[src/rtl/gauss_pkg.sv]
// ----------------------------------------------------------------------------
// gauss_pkg
// Shared definitions for the CLT Gaussian generator: FSM state type, the
// fractional width of the SCALE multiplier and the default LFSR geometry.
// ----------------------------------------------------------------------------
package gauss_pkg;

    // SCALE is Q4.12, so 4096 represents 1.0.
    localparam int unsigned SCALE_FRAC_W = 12;

    localparam int unsigned LFSR_W_DEF    = 20;
    localparam logic [19:0] LFSR_TAPS_DEF = 20'h90000;  // x^20 + x^17 + 1

    typedef enum logic [2:0] {
        StIdle,
        StAccum,
        StScale,
        StHold,
        StDone
    } state_e;

endpackage

[src/rtl/clt_gauss_gen_if.sv]
// ----------------------------------------------------------------------------
// clt_gauss_gen_if
// Control/result bundle of the CLT Gaussian generator.
//   master : processor side (drives start/target/seed/ready, reads results)
//   slave  : generator side
// Signals: start, target_cnt, seed, seed_load, out_ready (master -> slave);
//          out_data, out_valid, busy, complete, invalid, sample_cnt
//          (slave -> master).
// ----------------------------------------------------------------------------
interface clt_gauss_gen_if #(
    parameter int unsigned LFSR_W = 20,
    parameter int unsigned OUT_W  = 32,
    parameter int unsigned CNT_W  = 24
);
    logic              start;
    logic [CNT_W-1:0]  target_cnt;
    logic [LFSR_W-1:0] seed;
    logic              seed_load;
    logic [OUT_W-1:0]  out_data;
    logic              out_valid;
    logic              out_ready;
    logic              busy;
    logic              complete;
    logic              invalid;
    logic [CNT_W-1:0]  sample_cnt;

    modport master (
        output start, target_cnt, seed, seed_load, out_ready,
        input  out_data, out_valid, busy, complete, invalid, sample_cnt
    );

    modport slave (
        input  start, target_cnt, seed, seed_load, out_ready,
        output out_data, out_valid, busy, complete, invalid, sample_cnt
    );
endinterface

[src/rtl/lfsr_step.sv]
// ----------------------------------------------------------------------------
// lfsr_step
// Fibonacci LFSR, shifting left with the XOR of the tapped bits as new LSB.
// Ports:
//   clk, nreset : clock, asynchronous active-low reset (state resets to 1)
//   i_en        : advance one step
//   i_load      : load i_seed (a zero seed loads 1); has priority over i_en
//   i_seed      : seed value
//   o_state     : current state
// ----------------------------------------------------------------------------
module lfsr_step
    import gauss_pkg::*;
#(
    parameter int unsigned       W    = LFSR_W_DEF,
    parameter logic [W-1:0]      TAPS = W'(LFSR_TAPS_DEF)
) (
    input  logic         clk,
    input  logic         nreset,
    input  logic         i_en,
    input  logic         i_load,
    input  logic [W-1:0] i_seed,
    output logic [W-1:0] o_state
);

    logic [W-1:0] r_state;
    logic         w_fb;

    assign w_fb    = ^(r_state & TAPS);
    assign o_state = r_state;

    always_ff @(posedge clk or negedge nreset) begin
        if (!nreset) begin
            r_state <= W'(1);
        end else if (i_load) begin
            // The all-zero state is a lock-up state, never load it.
            r_state <= (i_seed == '0) ? W'(1) : i_seed;
        end else if (i_en) begin
            r_state <= {r_state[W-2:0], w_fb};
        end
    end

endmodule

[src/rtl/clt_gauss_gen.sv]
// ----------------------------------------------------------------------------
// clt_gauss_gen
// Central-limit-theorem Gaussian generator. Each sample is the sum of TERMS
// consecutive LFSR states (read as uniforms in [0,1)), mean removed, scaled
// by SCALE (Q4.12) and presented as a signed OUT_W value with FRAC_W
// fraction bits through a valid/ready handshake, up to target_cnt samples.
// Ports:
//   clk, nreset : clock, asynchronous active-low reset
//   bus         : clt_gauss_gen_if.slave (control, result handshake, status)
// Optional feature macro: GAUSS_CLIP_EN -- when defined, samples whose
// magnitude exceeds CLIP_LIM are dropped with a one-cycle invalid pulse;
// when undefined, invalid is tied low and every sample is presented.
// ----------------------------------------------------------------------------
module clt_gauss_gen
    import gauss_pkg::*;
#(
    parameter int unsigned       LFSR_W    = LFSR_W_DEF,
    parameter logic [LFSR_W-1:0] LFSR_TAPS = LFSR_W'(LFSR_TAPS_DEF),
    parameter int unsigned       TERMS     = 12,
    parameter int unsigned       SCALE     = 4096,
    parameter int unsigned       OUT_W     = 32,
    parameter int unsigned       FRAC_W    = 15,
    parameter int unsigned       CNT_W     = 24,
    parameter int unsigned       CLIP_LIM  = 32'h00020000
) (
    input  logic            clk,
    input  logic            nreset,
    clt_gauss_gen_if.slave  bus
);

    localparam int unsigned TERM_W = $clog2(TERMS);
    localparam int unsigned ACC_W  = LFSR_W + TERM_W;
    localparam int unsigned CEN_W  = ACC_W + 1;
    localparam int unsigned PROD_W = CEN_W + 33;
    localparam int unsigned SHIFT  = LFSR_W + SCALE_FRAC_W - FRAC_W;

    // Expected value of the sum: TERMS * 0.5 in LFSR_W fraction bits.
    localparam logic [CEN_W-1:0]         MEAN    = CEN_W'(TERMS) << (LFSR_W - 1);
    localparam logic signed [PROD_W-1:0] SCALE_S = PROD_W'(SCALE);

    state_e              r_state;
    logic [ACC_W-1:0]    r_acc;
    logic [TERM_W-1:0]   r_term;
    logic [CNT_W-1:0]    r_target;
    logic [CNT_W-1:0]    r_cnt;
    logic [OUT_W-1:0]    r_out;
    logic                r_valid;
    logic                r_complete;

    logic [LFSR_W-1:0]          w_lfsr;
    logic                       w_lfsr_en;
    logic                       w_lfsr_load;
    logic                       w_ctrl_ok;
    logic signed [CEN_W-1:0]    w_centered;
    logic signed [PROD_W-1:0]   w_cen_ext;
    logic signed [PROD_W-1:0]   w_prod;
    logic signed [OUT_W-1:0]    w_out;

    // start / seed_load are only honoured outside a run.
    assign w_ctrl_ok   = (r_state == StIdle) || (r_state == StDone);
    assign w_lfsr_en   = (r_state == StAccum);
    assign w_lfsr_load = bus.seed_load && w_ctrl_ok;

    lfsr_step #(
        .W    (LFSR_W),
        .TAPS (LFSR_TAPS)
    ) u_lfsr (
        .clk     (clk),
        .nreset  (nreset),
        .i_en    (w_lfsr_en),
        .i_load  (w_lfsr_load),
        .i_seed  (bus.seed),
        .o_state (w_lfsr)
    );

    assign w_centered = $signed({1'b0, r_acc} - MEAN);
    assign w_cen_ext  = PROD_W'(w_centered);
    assign w_prod     = w_cen_ext * SCALE_S;
    assign w_out      = OUT_W'(w_prod >>> SHIFT);

`ifdef GAUSS_CLIP_EN
    localparam logic signed [OUT_W:0] LIM = (OUT_W + 1)'(CLIP_LIM);

    logic                r_invalid;
    logic signed [OUT_W:0] w_out_ext;
    logic                w_clip;

    // One extra bit so negating the limit cannot overflow.
    assign w_out_ext   = (OUT_W + 1)'(w_out);
    assign w_clip      = (w_out_ext > LIM) || (w_out_ext < -LIM);
    assign bus.invalid = r_invalid;
`else
    assign bus.invalid = 1'b0;
`endif

    always_ff @(posedge clk or negedge nreset) begin
        if (!nreset) begin
            r_state    <= StIdle;
            r_acc      <= '0;
            r_term     <= '0;
            r_target   <= '0;
            r_cnt      <= '0;
            r_out      <= '0;
            r_valid    <= 1'b0;
            r_complete <= 1'b0;
`ifdef GAUSS_CLIP_EN
            r_invalid  <= 1'b0;
`endif
        end else begin
`ifdef GAUSS_CLIP_EN
            r_invalid <= 1'b0;
`endif
            unique case (r_state)
                StIdle, StDone: begin
                    if (bus.start) begin
                        r_target   <= bus.target_cnt;
                        r_cnt      <= '0;
                        r_acc      <= '0;
                        r_term     <= '0;
                        if (bus.target_cnt == '0) begin
                            r_complete <= 1'b1;
                            r_state    <= StDone;
                        end else begin
                            r_complete <= 1'b0;
                            r_state    <= StAccum;
                        end
                    end
                end
                StAccum: begin
                    r_acc <= r_acc + ACC_W'(w_lfsr);
                    if (r_term == TERM_W'(TERMS - 1)) begin
                        r_term  <= '0;
                        r_state <= StScale;
                    end else begin
                        r_term <= r_term + TERM_W'(1);
                    end
                end
                StScale: begin
`ifdef GAUSS_CLIP_EN
                    if (w_clip) begin
                        // Drop the sample; the LFSR keeps running from here.
                        r_invalid <= 1'b1;
                        r_acc     <= '0;
                        r_state   <= StAccum;
                    end else begin
                        r_out   <= w_out;
                        r_valid <= 1'b1;
                        r_state <= StHold;
                    end
`else
                    r_out   <= w_out;
                    r_valid <= 1'b1;
                    r_state <= StHold;
`endif
                end
                StHold: begin
                    if (r_valid && bus.out_ready) begin
                        r_valid <= 1'b0;
                        r_cnt   <= r_cnt + CNT_W'(1);
                        r_acc   <= '0;
                        if ((r_cnt + CNT_W'(1)) == r_target) begin
                            r_complete <= 1'b1;
                            r_state    <= StDone;
                        end else begin
                            r_state <= StAccum;
                        end
                    end
                end
                default: r_state <= StIdle;
            endcase
        end
    end

    assign bus.out_data   = r_out;
    assign bus.out_valid  = r_valid;
    assign bus.complete   = r_complete;
    assign bus.sample_cnt = r_cnt;
    assign bus.busy       = (r_state == StAccum) || (r_state == StScale) ||
                            (r_state == StHold);

endmodule
[src/flat_wrapper.sv]
// flat-port wrapper written by rule: the top's interface ports become plain ports
module clt_gauss_gen_flat import gauss_pkg::*;
#(
    parameter int unsigned       LFSR_W    = LFSR_W_DEF,
    parameter logic [LFSR_W-1:0] LFSR_TAPS = LFSR_W'(LFSR_TAPS_DEF),
    parameter int unsigned       TERMS     = 12,
    parameter int unsigned       SCALE     = 4096,
    parameter int unsigned       OUT_W     = 32,
    parameter int unsigned       FRAC_W    = 15,
    parameter int unsigned       CNT_W     = 24,
    parameter int unsigned       CLIP_LIM  = 32'h00020000
)
  (clk, nreset, bus_start, bus_target_cnt, bus_seed, bus_seed_load, bus_out_ready, bus_out_data, bus_out_valid, bus_busy, bus_complete, bus_invalid, bus_sample_cnt);
  clt_gauss_gen_if #(.LFSR_W(LFSR_W), .OUT_W(OUT_W), .CNT_W(CNT_W)) bus_i ();
  input  logic clk;
  input  logic nreset;
  input wire logic [$bits(bus_i.start)-1:0] bus_start;
  input wire logic [$bits(bus_i.target_cnt)-1:0] bus_target_cnt;
  input wire logic [$bits(bus_i.seed)-1:0] bus_seed;
  input wire logic [$bits(bus_i.seed_load)-1:0] bus_seed_load;
  input wire logic [$bits(bus_i.out_ready)-1:0] bus_out_ready;
  output wire logic [$bits(bus_i.out_data)-1:0] bus_out_data;
  output wire logic [$bits(bus_i.out_valid)-1:0] bus_out_valid;
  output wire logic [$bits(bus_i.busy)-1:0] bus_busy;
  output wire logic [$bits(bus_i.complete)-1:0] bus_complete;
  output wire logic [$bits(bus_i.invalid)-1:0] bus_invalid;
  output wire logic [$bits(bus_i.sample_cnt)-1:0] bus_sample_cnt;
  assign bus_i.start = bus_start;
  assign bus_i.target_cnt = bus_target_cnt;
  assign bus_i.seed = bus_seed;
  assign bus_i.seed_load = bus_seed_load;
  assign bus_i.out_ready = bus_out_ready;
  assign bus_out_data = bus_i.out_data;
  assign bus_out_valid = bus_i.out_valid;
  assign bus_busy = bus_i.busy;
  assign bus_complete = bus_i.complete;
  assign bus_invalid = bus_i.invalid;
  assign bus_sample_cnt = bus_i.sample_cnt;
  clt_gauss_gen #(.LFSR_W(LFSR_W), .LFSR_TAPS(LFSR_TAPS), .TERMS(TERMS), .SCALE(SCALE), .OUT_W(OUT_W), .FRAC_W(FRAC_W), .CNT_W(CNT_W), .CLIP_LIM(CLIP_LIM)) u_core (.clk(clk), .nreset(nreset), .bus(bus_i));
endmodule
[config.mk]
export PLATFORM = sky130hd
export DESIGN_NAME = clt_gauss_gen_flat
export DESIGN_NICKNAME = d
export VERILOG_FILES = /design/src/rtl/gauss_pkg.sv /design/src/rtl/clt_gauss_gen_if.sv /design/src/rtl/lfsr_step.sv /design/src/rtl/clt_gauss_gen.sv /design/src/flat_wrapper.sv
export SDC_FILE = /design/constraint.sdc
export NUM_CORES = 1
export LEC_CHECK = 0
export BUFFER_PORTS_ARGS = -buffer_cell sky130_fd_sc_hd__buf_2
export CAP_MARGIN = 20
export CORE_ASPECT_RATIO = 0.9
export CORE_MARGIN = 2
export CORE_UTILIZATION = 40
export CTS_CLUSTER_DIAMETER = 50
export DETAILED_ROUTE_END_ITERATION = 10
export GPL_TIMING_DRIVEN = 0
export PLACE_DENSITY_LB_ADDON = 0.2
export SLEW_MARGIN = 20
export SYNTH_ARGS = -nofsm -noshare
export SYNTH_HDL_FRONTEND = slang
export SYNTH_HIERARCHICAL = 1
export SYNTH_SLANG_ARGS = --single-unit
[constraint.sdc]
create_clock -name clk -period 2.8 [get_ports clk]
set_input_delay 0.56 -clock clk [delete_from_list [all_inputs] [get_ports clk]]
set_output_delay 0.56 -clock clk [all_outputs]
set_load 0.005 [all_outputs]
==> key figures, run 1 <==
Setup path
  • Startpoint Class: flop
  • Required @ worst endpoint: between 3 and 4 ns
  • Maximum fanout along the worst path: 4
  • Worst stage delay on the critical path: 0.39 ns
  • Top cell by count, worst path: a21oi_1
  • Buffers & Inverters on Critical Path: 0
  • Crit Path Class: flop to flop
  • CP Cell Sequence: ha_1, o21ai_0, o21ai_1, a2111oi_4, o31ai_2, a21oi_1, o21bai_1, a31o_2, a21oi_1
  • Crit path arrival time: slightly below 3 ns
  • Setup slack, reg-to-reg: between 0.15 and 0.2 ns
  • Reg2Reg Depth: 9
  • Largest delay share family, worst path: compound AO/OA/AOI/OAI gates
  • R2R Path End: u_core/r_acc[23]
  • Crit end category: flop
  • Critical Path Slowest Stage Cell: dfrtp_1
  • Worst r2r src: u_core/u_lfsr/o_state[2]

Routing
  • DRT antenna net count: 0
  • Via density: 5.22
  • WL/cell: 15.8 um
  • DRC Markers: 0
  • Via count: 6016
  • Final WL: around 18 mm
  • 1st-iter DRT viols: 344
  • Drt first pass iters: 5

Placement
  • Dpl cells: 1118
  • Routability Congestion: 0.835
  • IO Port Bufs: roughly 110
  • Placed cell area: 8020 um2
  • HPWL after DPL: 13.1 mm

STA
  • Tcrit/Tclk final: a little over nine tenths
  • Layout Skew: 0.00764 ns
  • Pins Over Slew Limit: 0
  • WHS: 0.0115 ns
  • RSZ-0062 raised after global routing: true
  • Fin. Hold Viols: 0
  • Total Neg Setup Slack: 0 ns
  • Post-layout minimum cycle time: 2.65 ns
  • Actual slew at the worst max-slew pin: 0.898 ns
  • Highest Clock Rate: 378 MHz
  • Rel. slew slack: 39.9%
  • # setup viols final: 0

Logic synthesis
  • Mapped cell area: roughly 7100 um2
  • Syn_area_per_cell: 9.28 um2
  • Number of synthesized register bits: 121
  • Most numerous cell in the Yosys netlist: nand2_1
  • Post-synth cell types: 73
  • Synth Instances: 770
  • Largest area contributor in the netlist: dfrtp_1
  • Top cells by area, synth: dfrtp_1 (42%), nand2_1 (7.0%), o21ai_0 (4.6%)
  • Synth top cells by count: nand2_1 (134), dfrtp_1 (120), o21ai_0 (65)
  • Post-synth top area share: between 40% and 50%
  • Sequential area share after synthesis: a little over two fifths
  • Yosys warnings: 6
  • Fraction of registers with async set or reset after synthesis: 100%
  • Mapped Nets: 843
  • Number of flops mapped to enable cells by yosys: 0
  • Dominant synthesized flop cell: dfrtp_1

CTS
  • CTS HTree Levels: 4
  • CTS Buf Count: 17
  • Max Root-Sink Buffers: 2
  • Sink Count: 121
  • Reg clk slew, reported paths: 0.05 ns
  • Clk root buf: clkbuf_16
  • Worst-Skew Late Latency: around 0.42 ns
  • TritonCTS clock tree: done

Final layout
  • Diodes inserted: 0
  • Fin cells: 1153
  • Fin nets: just under 1000
  • End-of-flow core utilization: 50.2%
  • Layout area overhead: 23.5%
  • Cell area after layout: between 8000 and 9000 um2
  • Layout cells sized above 1: 25.8%
  • Fillers: 1659

Global routing
  • Global route total overflow: 0
  • Met2 Resource Use GR: 28.6%
  • First-pass GRT wire length: ~29 mm
  • Initial antenna violation count: 0
  • M1 GR Usage: 29.4%
  • Vias in the first global route: 5508
  • Most used routing layer in global routing: met1
  • Total Routing Usage GR: 19.9%
  • Met3 global-route usage: 5.21%
  • Largest net degree at the start of global routing: 87

Die
  • I/O Pins: around 110
  • Die height: 131 um
  • Core area: ~18000 um2
  • Initial Util: 40.7%
  • Die Width: 145 um
  • Die ar.: ~19000 um2
  • FP Rows: 46

Job
  • MaxCap Viol Count: 0

Power and ir drop
  • Pwr Density: 1130 nW/um2
  • Leakage: 4.08 nW
  • IR drop worst, VDD: 510 uV

Outcome
  • Status: completed

Worst hold path
  • Min-Delay Path Class: input port to async pin
## metrics by stage
stage	setup WS [ns]	power, W
after floorplan	0.206	0.00623
after global placement	-0.515	0.00744
after detailed placement	-0.320	0.00751
after CTS	0.0319	0.00990
after global routing	-0.00381	0.0108
final	0.153	0.0100
## placed cells by master (no fill, tap or decap), drive strengths merged, types with 18 or more instances in the layout
cell	Yosys	final
buf	23	136
mux2i	24	24
nand2	134	134
nor2	37	37
a21oi	32	32
xnor2	30	30
ha	23	23
nor4	18	18
clkbuf	23	42
mux2	25	25
o21ai	85	85
xor2	18	18
dfrtp	120	120
## report_power, final
part / internal, W / switching [W] / total [W]
sequential: 0.00243 / 0.000592 / 0.00302
clock: 0.00146 / 0.000793 / 0.00226
combinational: 0.00214 / 0.00259 / 0.00473
## worst max path at each step
stage / from / slack [ns] / to / depth (start not counted)
final: u_core/u_lfsr/o_state[2] / 0.15 / u_core/r_acc[23] / 9
after global routing: u_core/u_lfsr/o_state[0] / -0.004 / u_core/r_acc[20] / 11
after CTS: u_core/u_lfsr/o_state[0] / 0.03 / u_core/r_acc[20] / 11
after detailed placement: u_core/bus.sample_cnt[0] / -0.32 / u_core/r_state[0] / 10
after global placement: nreset / -0.52 / u_core/u_lfsr/o_state[2] / 1
after floorplan: u_core/u_lfsr/o_state[0] / 0.21 / u_core/r_acc[20] / 11
## worst register-to-register path: cells and delay by family (launching register included)
kind,cells,cell delay [ns]
AOI/OAI and AO/OA,8,1.72
DFF,1,0.39
adders and majority gates,1,0.38
## repair_timing
| action | in CTS | in global routing |
|---|---|---|
| hold buffers | 0 | 0 |
| gates cloned | 0 | 0 |
| setup buffers | 4 | 1 |
| setup endpoints to repair | 9 | 29 |
| resized for setup | 14 | 21 |
| pin swaps | 4 | 5 |
## final cells by class
cell class | instances | area (um2) | area share (%)
clock buffers | 20 | 467 | 5.29
plain buffers | 45 | 253 | 2.87
repair buffers | 113 | 611 | 6.92
multi-input cells | 590 | 3960 | 44.9
well taps | 240 | 300 | 3.40
inverters | 13 | 48.8 | 0.553
flip-flops and latches | 121 | 3030 | 34.4
clock inverters | 11 | 145 | 1.65
## state kept, by name, indices dropped and copies added (netlist names)
name / count
u_core/r_term: 4
u_core/r_state: 3
u_core/r_target: 24
u_core/bus.out_data: 20
u_core/u_lfsr/o_state: 20
u_core/bus.out_valid: 1
u_core/r_acc: 24
u_core/bus.sample_cnt: 24
u_core/bus.complete: 1
## logic make-up (layout without fill, tap and decap cells)
| logic type | count (synthesis) | after routing | synth area share, % |
|---|---|---|---|
| adder cells (fa/ha/maj) | 24 | 24 | 4.31 |
| other | 1 | 1 | 0.0525 |
| AO/OA/AOI/OAI | 189 | 189 | 16.3 |
| buffers and inverters | 59 | 202 | 4.26 |
| flip-flops | 121 | 121 | 42.4 |
| XOR/XNOR | 48 | 48 | 5.89 |
| AND/OR/NAND/NOR | 279 | 279 | 19.5 |
| multiplexers | 49 | 49 | 7.31 |
## metal layers
metal	routed length, um	part of all wire, %
met3	933	5.1
met5	0	0
met2	7760	43
met1	9250	51
met4	272	1.5
Note: power is estimated with default switching activity, not from simulation.
==> inputs of run 2 (changes only) <==
Settings changed: ABC_AREA from default to 1.
==> run 2 against run 1 <==
Effect of this change: sequential share of layout area is 0.30 points higher; sequential power hardly changed; total power is 3.3% higher; first-iteration DRC count is 39% higher; cell count is 15% higher; clock skew is 0.0017 ns higher; register-to-register slack better by 0.07 ns; wire length is 7.5% higher; setup slack better by 0.068 ns; largest power group unchanged.
==> key figures, run 2 <==
Outcome
  • Status: completed

Logic synthesis
  • Synth top cells by count: nand2_1 (276), dfrtp_1 (120), inv_1 (95)
  • Fraction of registers with async set or reset after synthesis: 100%
  • Largest family of logic cells by synthesized area: simple AND/OR/NAND/NOR gates
  • Xor-xnor portion of the synthesized cell area: 3.11%
  • Post-synth top area share: 41.7%
  • Mapped cell area: just over 7000 um2
  • Largest area contributor in the netlist: dfrtp_1
  • Syn_area_per_cell: ~7.7 um2
  • Number of synthesized register bits: 121
  • Synth Area in Simple Gates: 26.7%
  • Post-synth cell types: 48
  • Synth Instances: about 940
  • Adder-cell share of the synthesized area: 4.27%
  • Dominant synthesized flop cell: dfrtp_1
  • Top cells by area, synth: dfrtp_1 (42%), nand2_1 (14%), inv_1 (5.0%)
  • Sequential area share after synthesis: 42.1%
  • Number of flops mapped to enable cells by yosys: 0
  • Most numerous cell in the Yosys netlist: nand2_1
  • Yosys warnings: 6
  • Synth Area in Compound Gates: 15.3%
  • Post-synthesis mux area share: 0%
  • Mapped Nets: ~1000

STA
  • # setup viols final: 0
  • Post-layout minimum cycle time: 2.58 ns
  • RSZ-0062 raised after global routing: false
  • WHS: 0.0579 ns
  • Fin. Hold Viols: 0
  • Pins Over Slew Limit: 0
  • Rel. slew slack: 39.1%
  • Highest Clock Rate: ~390 MHz
  • Tcrit/Tclk final: 92.1%
  • Actual slew at the worst max-slew pin: 0.913 ns
  • Layout Skew: 0.00934 ns

Global routing
  • Global route total overflow: 0
  • Total Routing Usage GR: a little over a fifth
  • Vias in the first global route: ~6100
  • First-pass GRT wire length: about 32 mm
  • Largest net degree at the start of global routing: 72
  • Initial antenna violation count: 0

Placement
  • HPWL after DPL: between 10 and 15 mm
  • Routability Congestion: 0.908
  • IO Port Bufs: ~110

Die
  • Die height: 131 um
  • FP Rows: 46
  • Initial Util: between 40% and 50%
  • I/O Pins: 109
  • Die ar.: 19100 um2
  • Core area: about 18000 um2
  • Die Width: 145 um

Setup path
  • Setup slack, reg-to-reg: between 0.2 and 0.25 ns
  • Crit path arrival time: 2.86 ns
  • Worst r2r src: u_core/u_lfsr/o_state[0]
  • Maximum fanout along the worst path: 4
  • Crit end category: flop
  • Largest delay share family, worst path: compound AO/OA/AOI/OAI gates
  • CP Cell Sequence: ha_1, inv_1, fa_1, nor3_1, nor2_1, o21bai_1, a21boi_0, o21bai_1, nand2_1, nand2_1, o22ai_1
  • Crit Path Class: flop to flop
  • Worst stage delay on the critical path: 0.55 ns
  • Startpoint Class: flop
  • Critical Path Slowest Stage Cell: dfstp_2
  • Worst Setup SP: u_core/u_lfsr/o_state[0]
  • Required @ worst endpoint: 3.08 ns
  • R2R Path End: u_core/r_acc[16]
  • Reg2Reg Depth: 11
  • Buffers & Inverters on Critical Path: 1

Final layout
  • Layout area overhead: 21.2%
  • Commonest non-fill, non-tap cell in the layout: nand2_1
  • Diodes inserted: 0
  • Fin nets: approximately 1100
  • Layout cells sized above 1: a little under 20%
  • End-of-flow core utilization: 49.6%
  • Fillers: 1765
  • Commonest cells after routing, fill and taps aside: nand2_1 (276), dfrtp_1 (120), buf_2 (109)

Power and ir drop
  • Pwr Density: roughly 1200 nW/um2
  • Internal power: 0.00605 W
  • Power, Total: 0.0103 W
  • IR drop worst, VDD: 530 uV
  • Switching Share: 41.5%
  • Clock power frac: 23.4%
  • Combinational group share of total power: 47.6%
  • Share of power burned in registers: 29.0%
  • Leakage: 4.27 nW
  • Switching pwr: 0.00429 W

Routing
  • Final WL: ~20 mm
  • Drt first pass iters: 5
  • Top sig layer: met4
  • DRC Markers: 0
  • Via count: 6527
  • Metal3 WL: 1.16 mm
  • 1st-iter DRT viols: 477
  • Wl on met1: about 10 mm
  • WL/cell: 14.8 um
  • DRT antenna net count: 0
  • Via density: 4.94
  • WL met2: 8.29 mm

CTS
  • Worst-Skew Late Latency: 0.42 ns
  • Post-CTS Resized: 0
  • CTS Buf Count: 17
  • Sink Count: 121
  • Clk root buf: clkbuf_16
  • CTS HTree Levels: 4
  • Max Root-Sink Buffers: 2
  • Reg clk slew, reported paths: 0.06 ns
  • Hold-fix buffers at CTS: 0
  • TritonCTS clock tree: done
  • Postcts setup bufs: 0

Job
  • MaxCap Viol Count: 0

Worst hold path
  • Min-Delay Path Class: input port to async pin
[run 2: cell types whose count changed after synthesis, sizes merged, moves of 24 or more]
cell,previous run,this run
nor2,37,101
o22ai,4,28
mux2i,24,0
mux2,25,0
nand2,134,282
inv,13,102
nand3,13,38
[run 2: worst max path at each step]
stage | end | slack [ns] | depth (start not counted)
global route | u_core/r_acc[10] | 0.09 | 10
detailed placement | u_core/r_acc[16] | 0.25 | 11
CTS | u_core/r_acc[16] | 0.23 | 11
global placement | u_core/r_target[20] | -0.53 | 1
finish | u_core/r_acc[16] | 0.22 | 11
floorplan | u_core/r_acc[10] | 0.58 | 10
[run 2: metal layers]
metal  global-route usage, %  vias up
li1                        -     3334
met1                    31.5     2989
met2                    30.9      188
met3                    5.00       16
met4                    4.74        0
met5                       0        -
[run 2: power groups by stage]
stage | logic (W) | clock network [W] | registers [W]
6_report | 0.00492 | 0.00242 | 0.00300
2_1_floorplan | 0.00365 | 0 | 0.00286
3_5_place_dp | 0.00490 | 0 | 0.00302
5_1_grt | 0.00559 | 0.00255 | 0.00310
4_1_cts | 0.00493 | 0.00246 | 0.00300
3_3_place_gp | 0.00484 | 0 | 0.00300
[run 2: cell families after synthesis]
logic type / count (synthesis)
XOR/XNOR: 24
AO/OA/AOI/OAI: 181
flip-flops: 121
adder cells (fa/ha/maj): 24
buffers and inverters: 135
AND/OR/NAND/NOR: 455
other: 1
[run 2: area by class of cell]
cell class / instances / area (um2) / area share [%]
flip-flops and latches: 121 / 3030 / 34.7
multi-input cells: 685 / 3560 / 40.8
inverters: 102 / 388 / 4.44
clock buffers: 21 / 460 / 5.28
clock inverters: 11 / 194 / 2.22
repair buffers: 108 / 573 / 6.57
well taps: 240 / 300 / 3.44
plain buffers: 33 / 223 / 2.55
[run 2: per-stage QoR]
step	instance area, um2	setup slack, ns	cells	TNS, ns
after floorplan	7200	0.581	941	0
after global placement	8040	-0.531	1288	-62.59
after detailed placement	8070	0.250	1289	0
after CTS	8730	0.225	1321	0
after global routing	8730	0.0864	1321	0
final	8730	0.221	1321	0
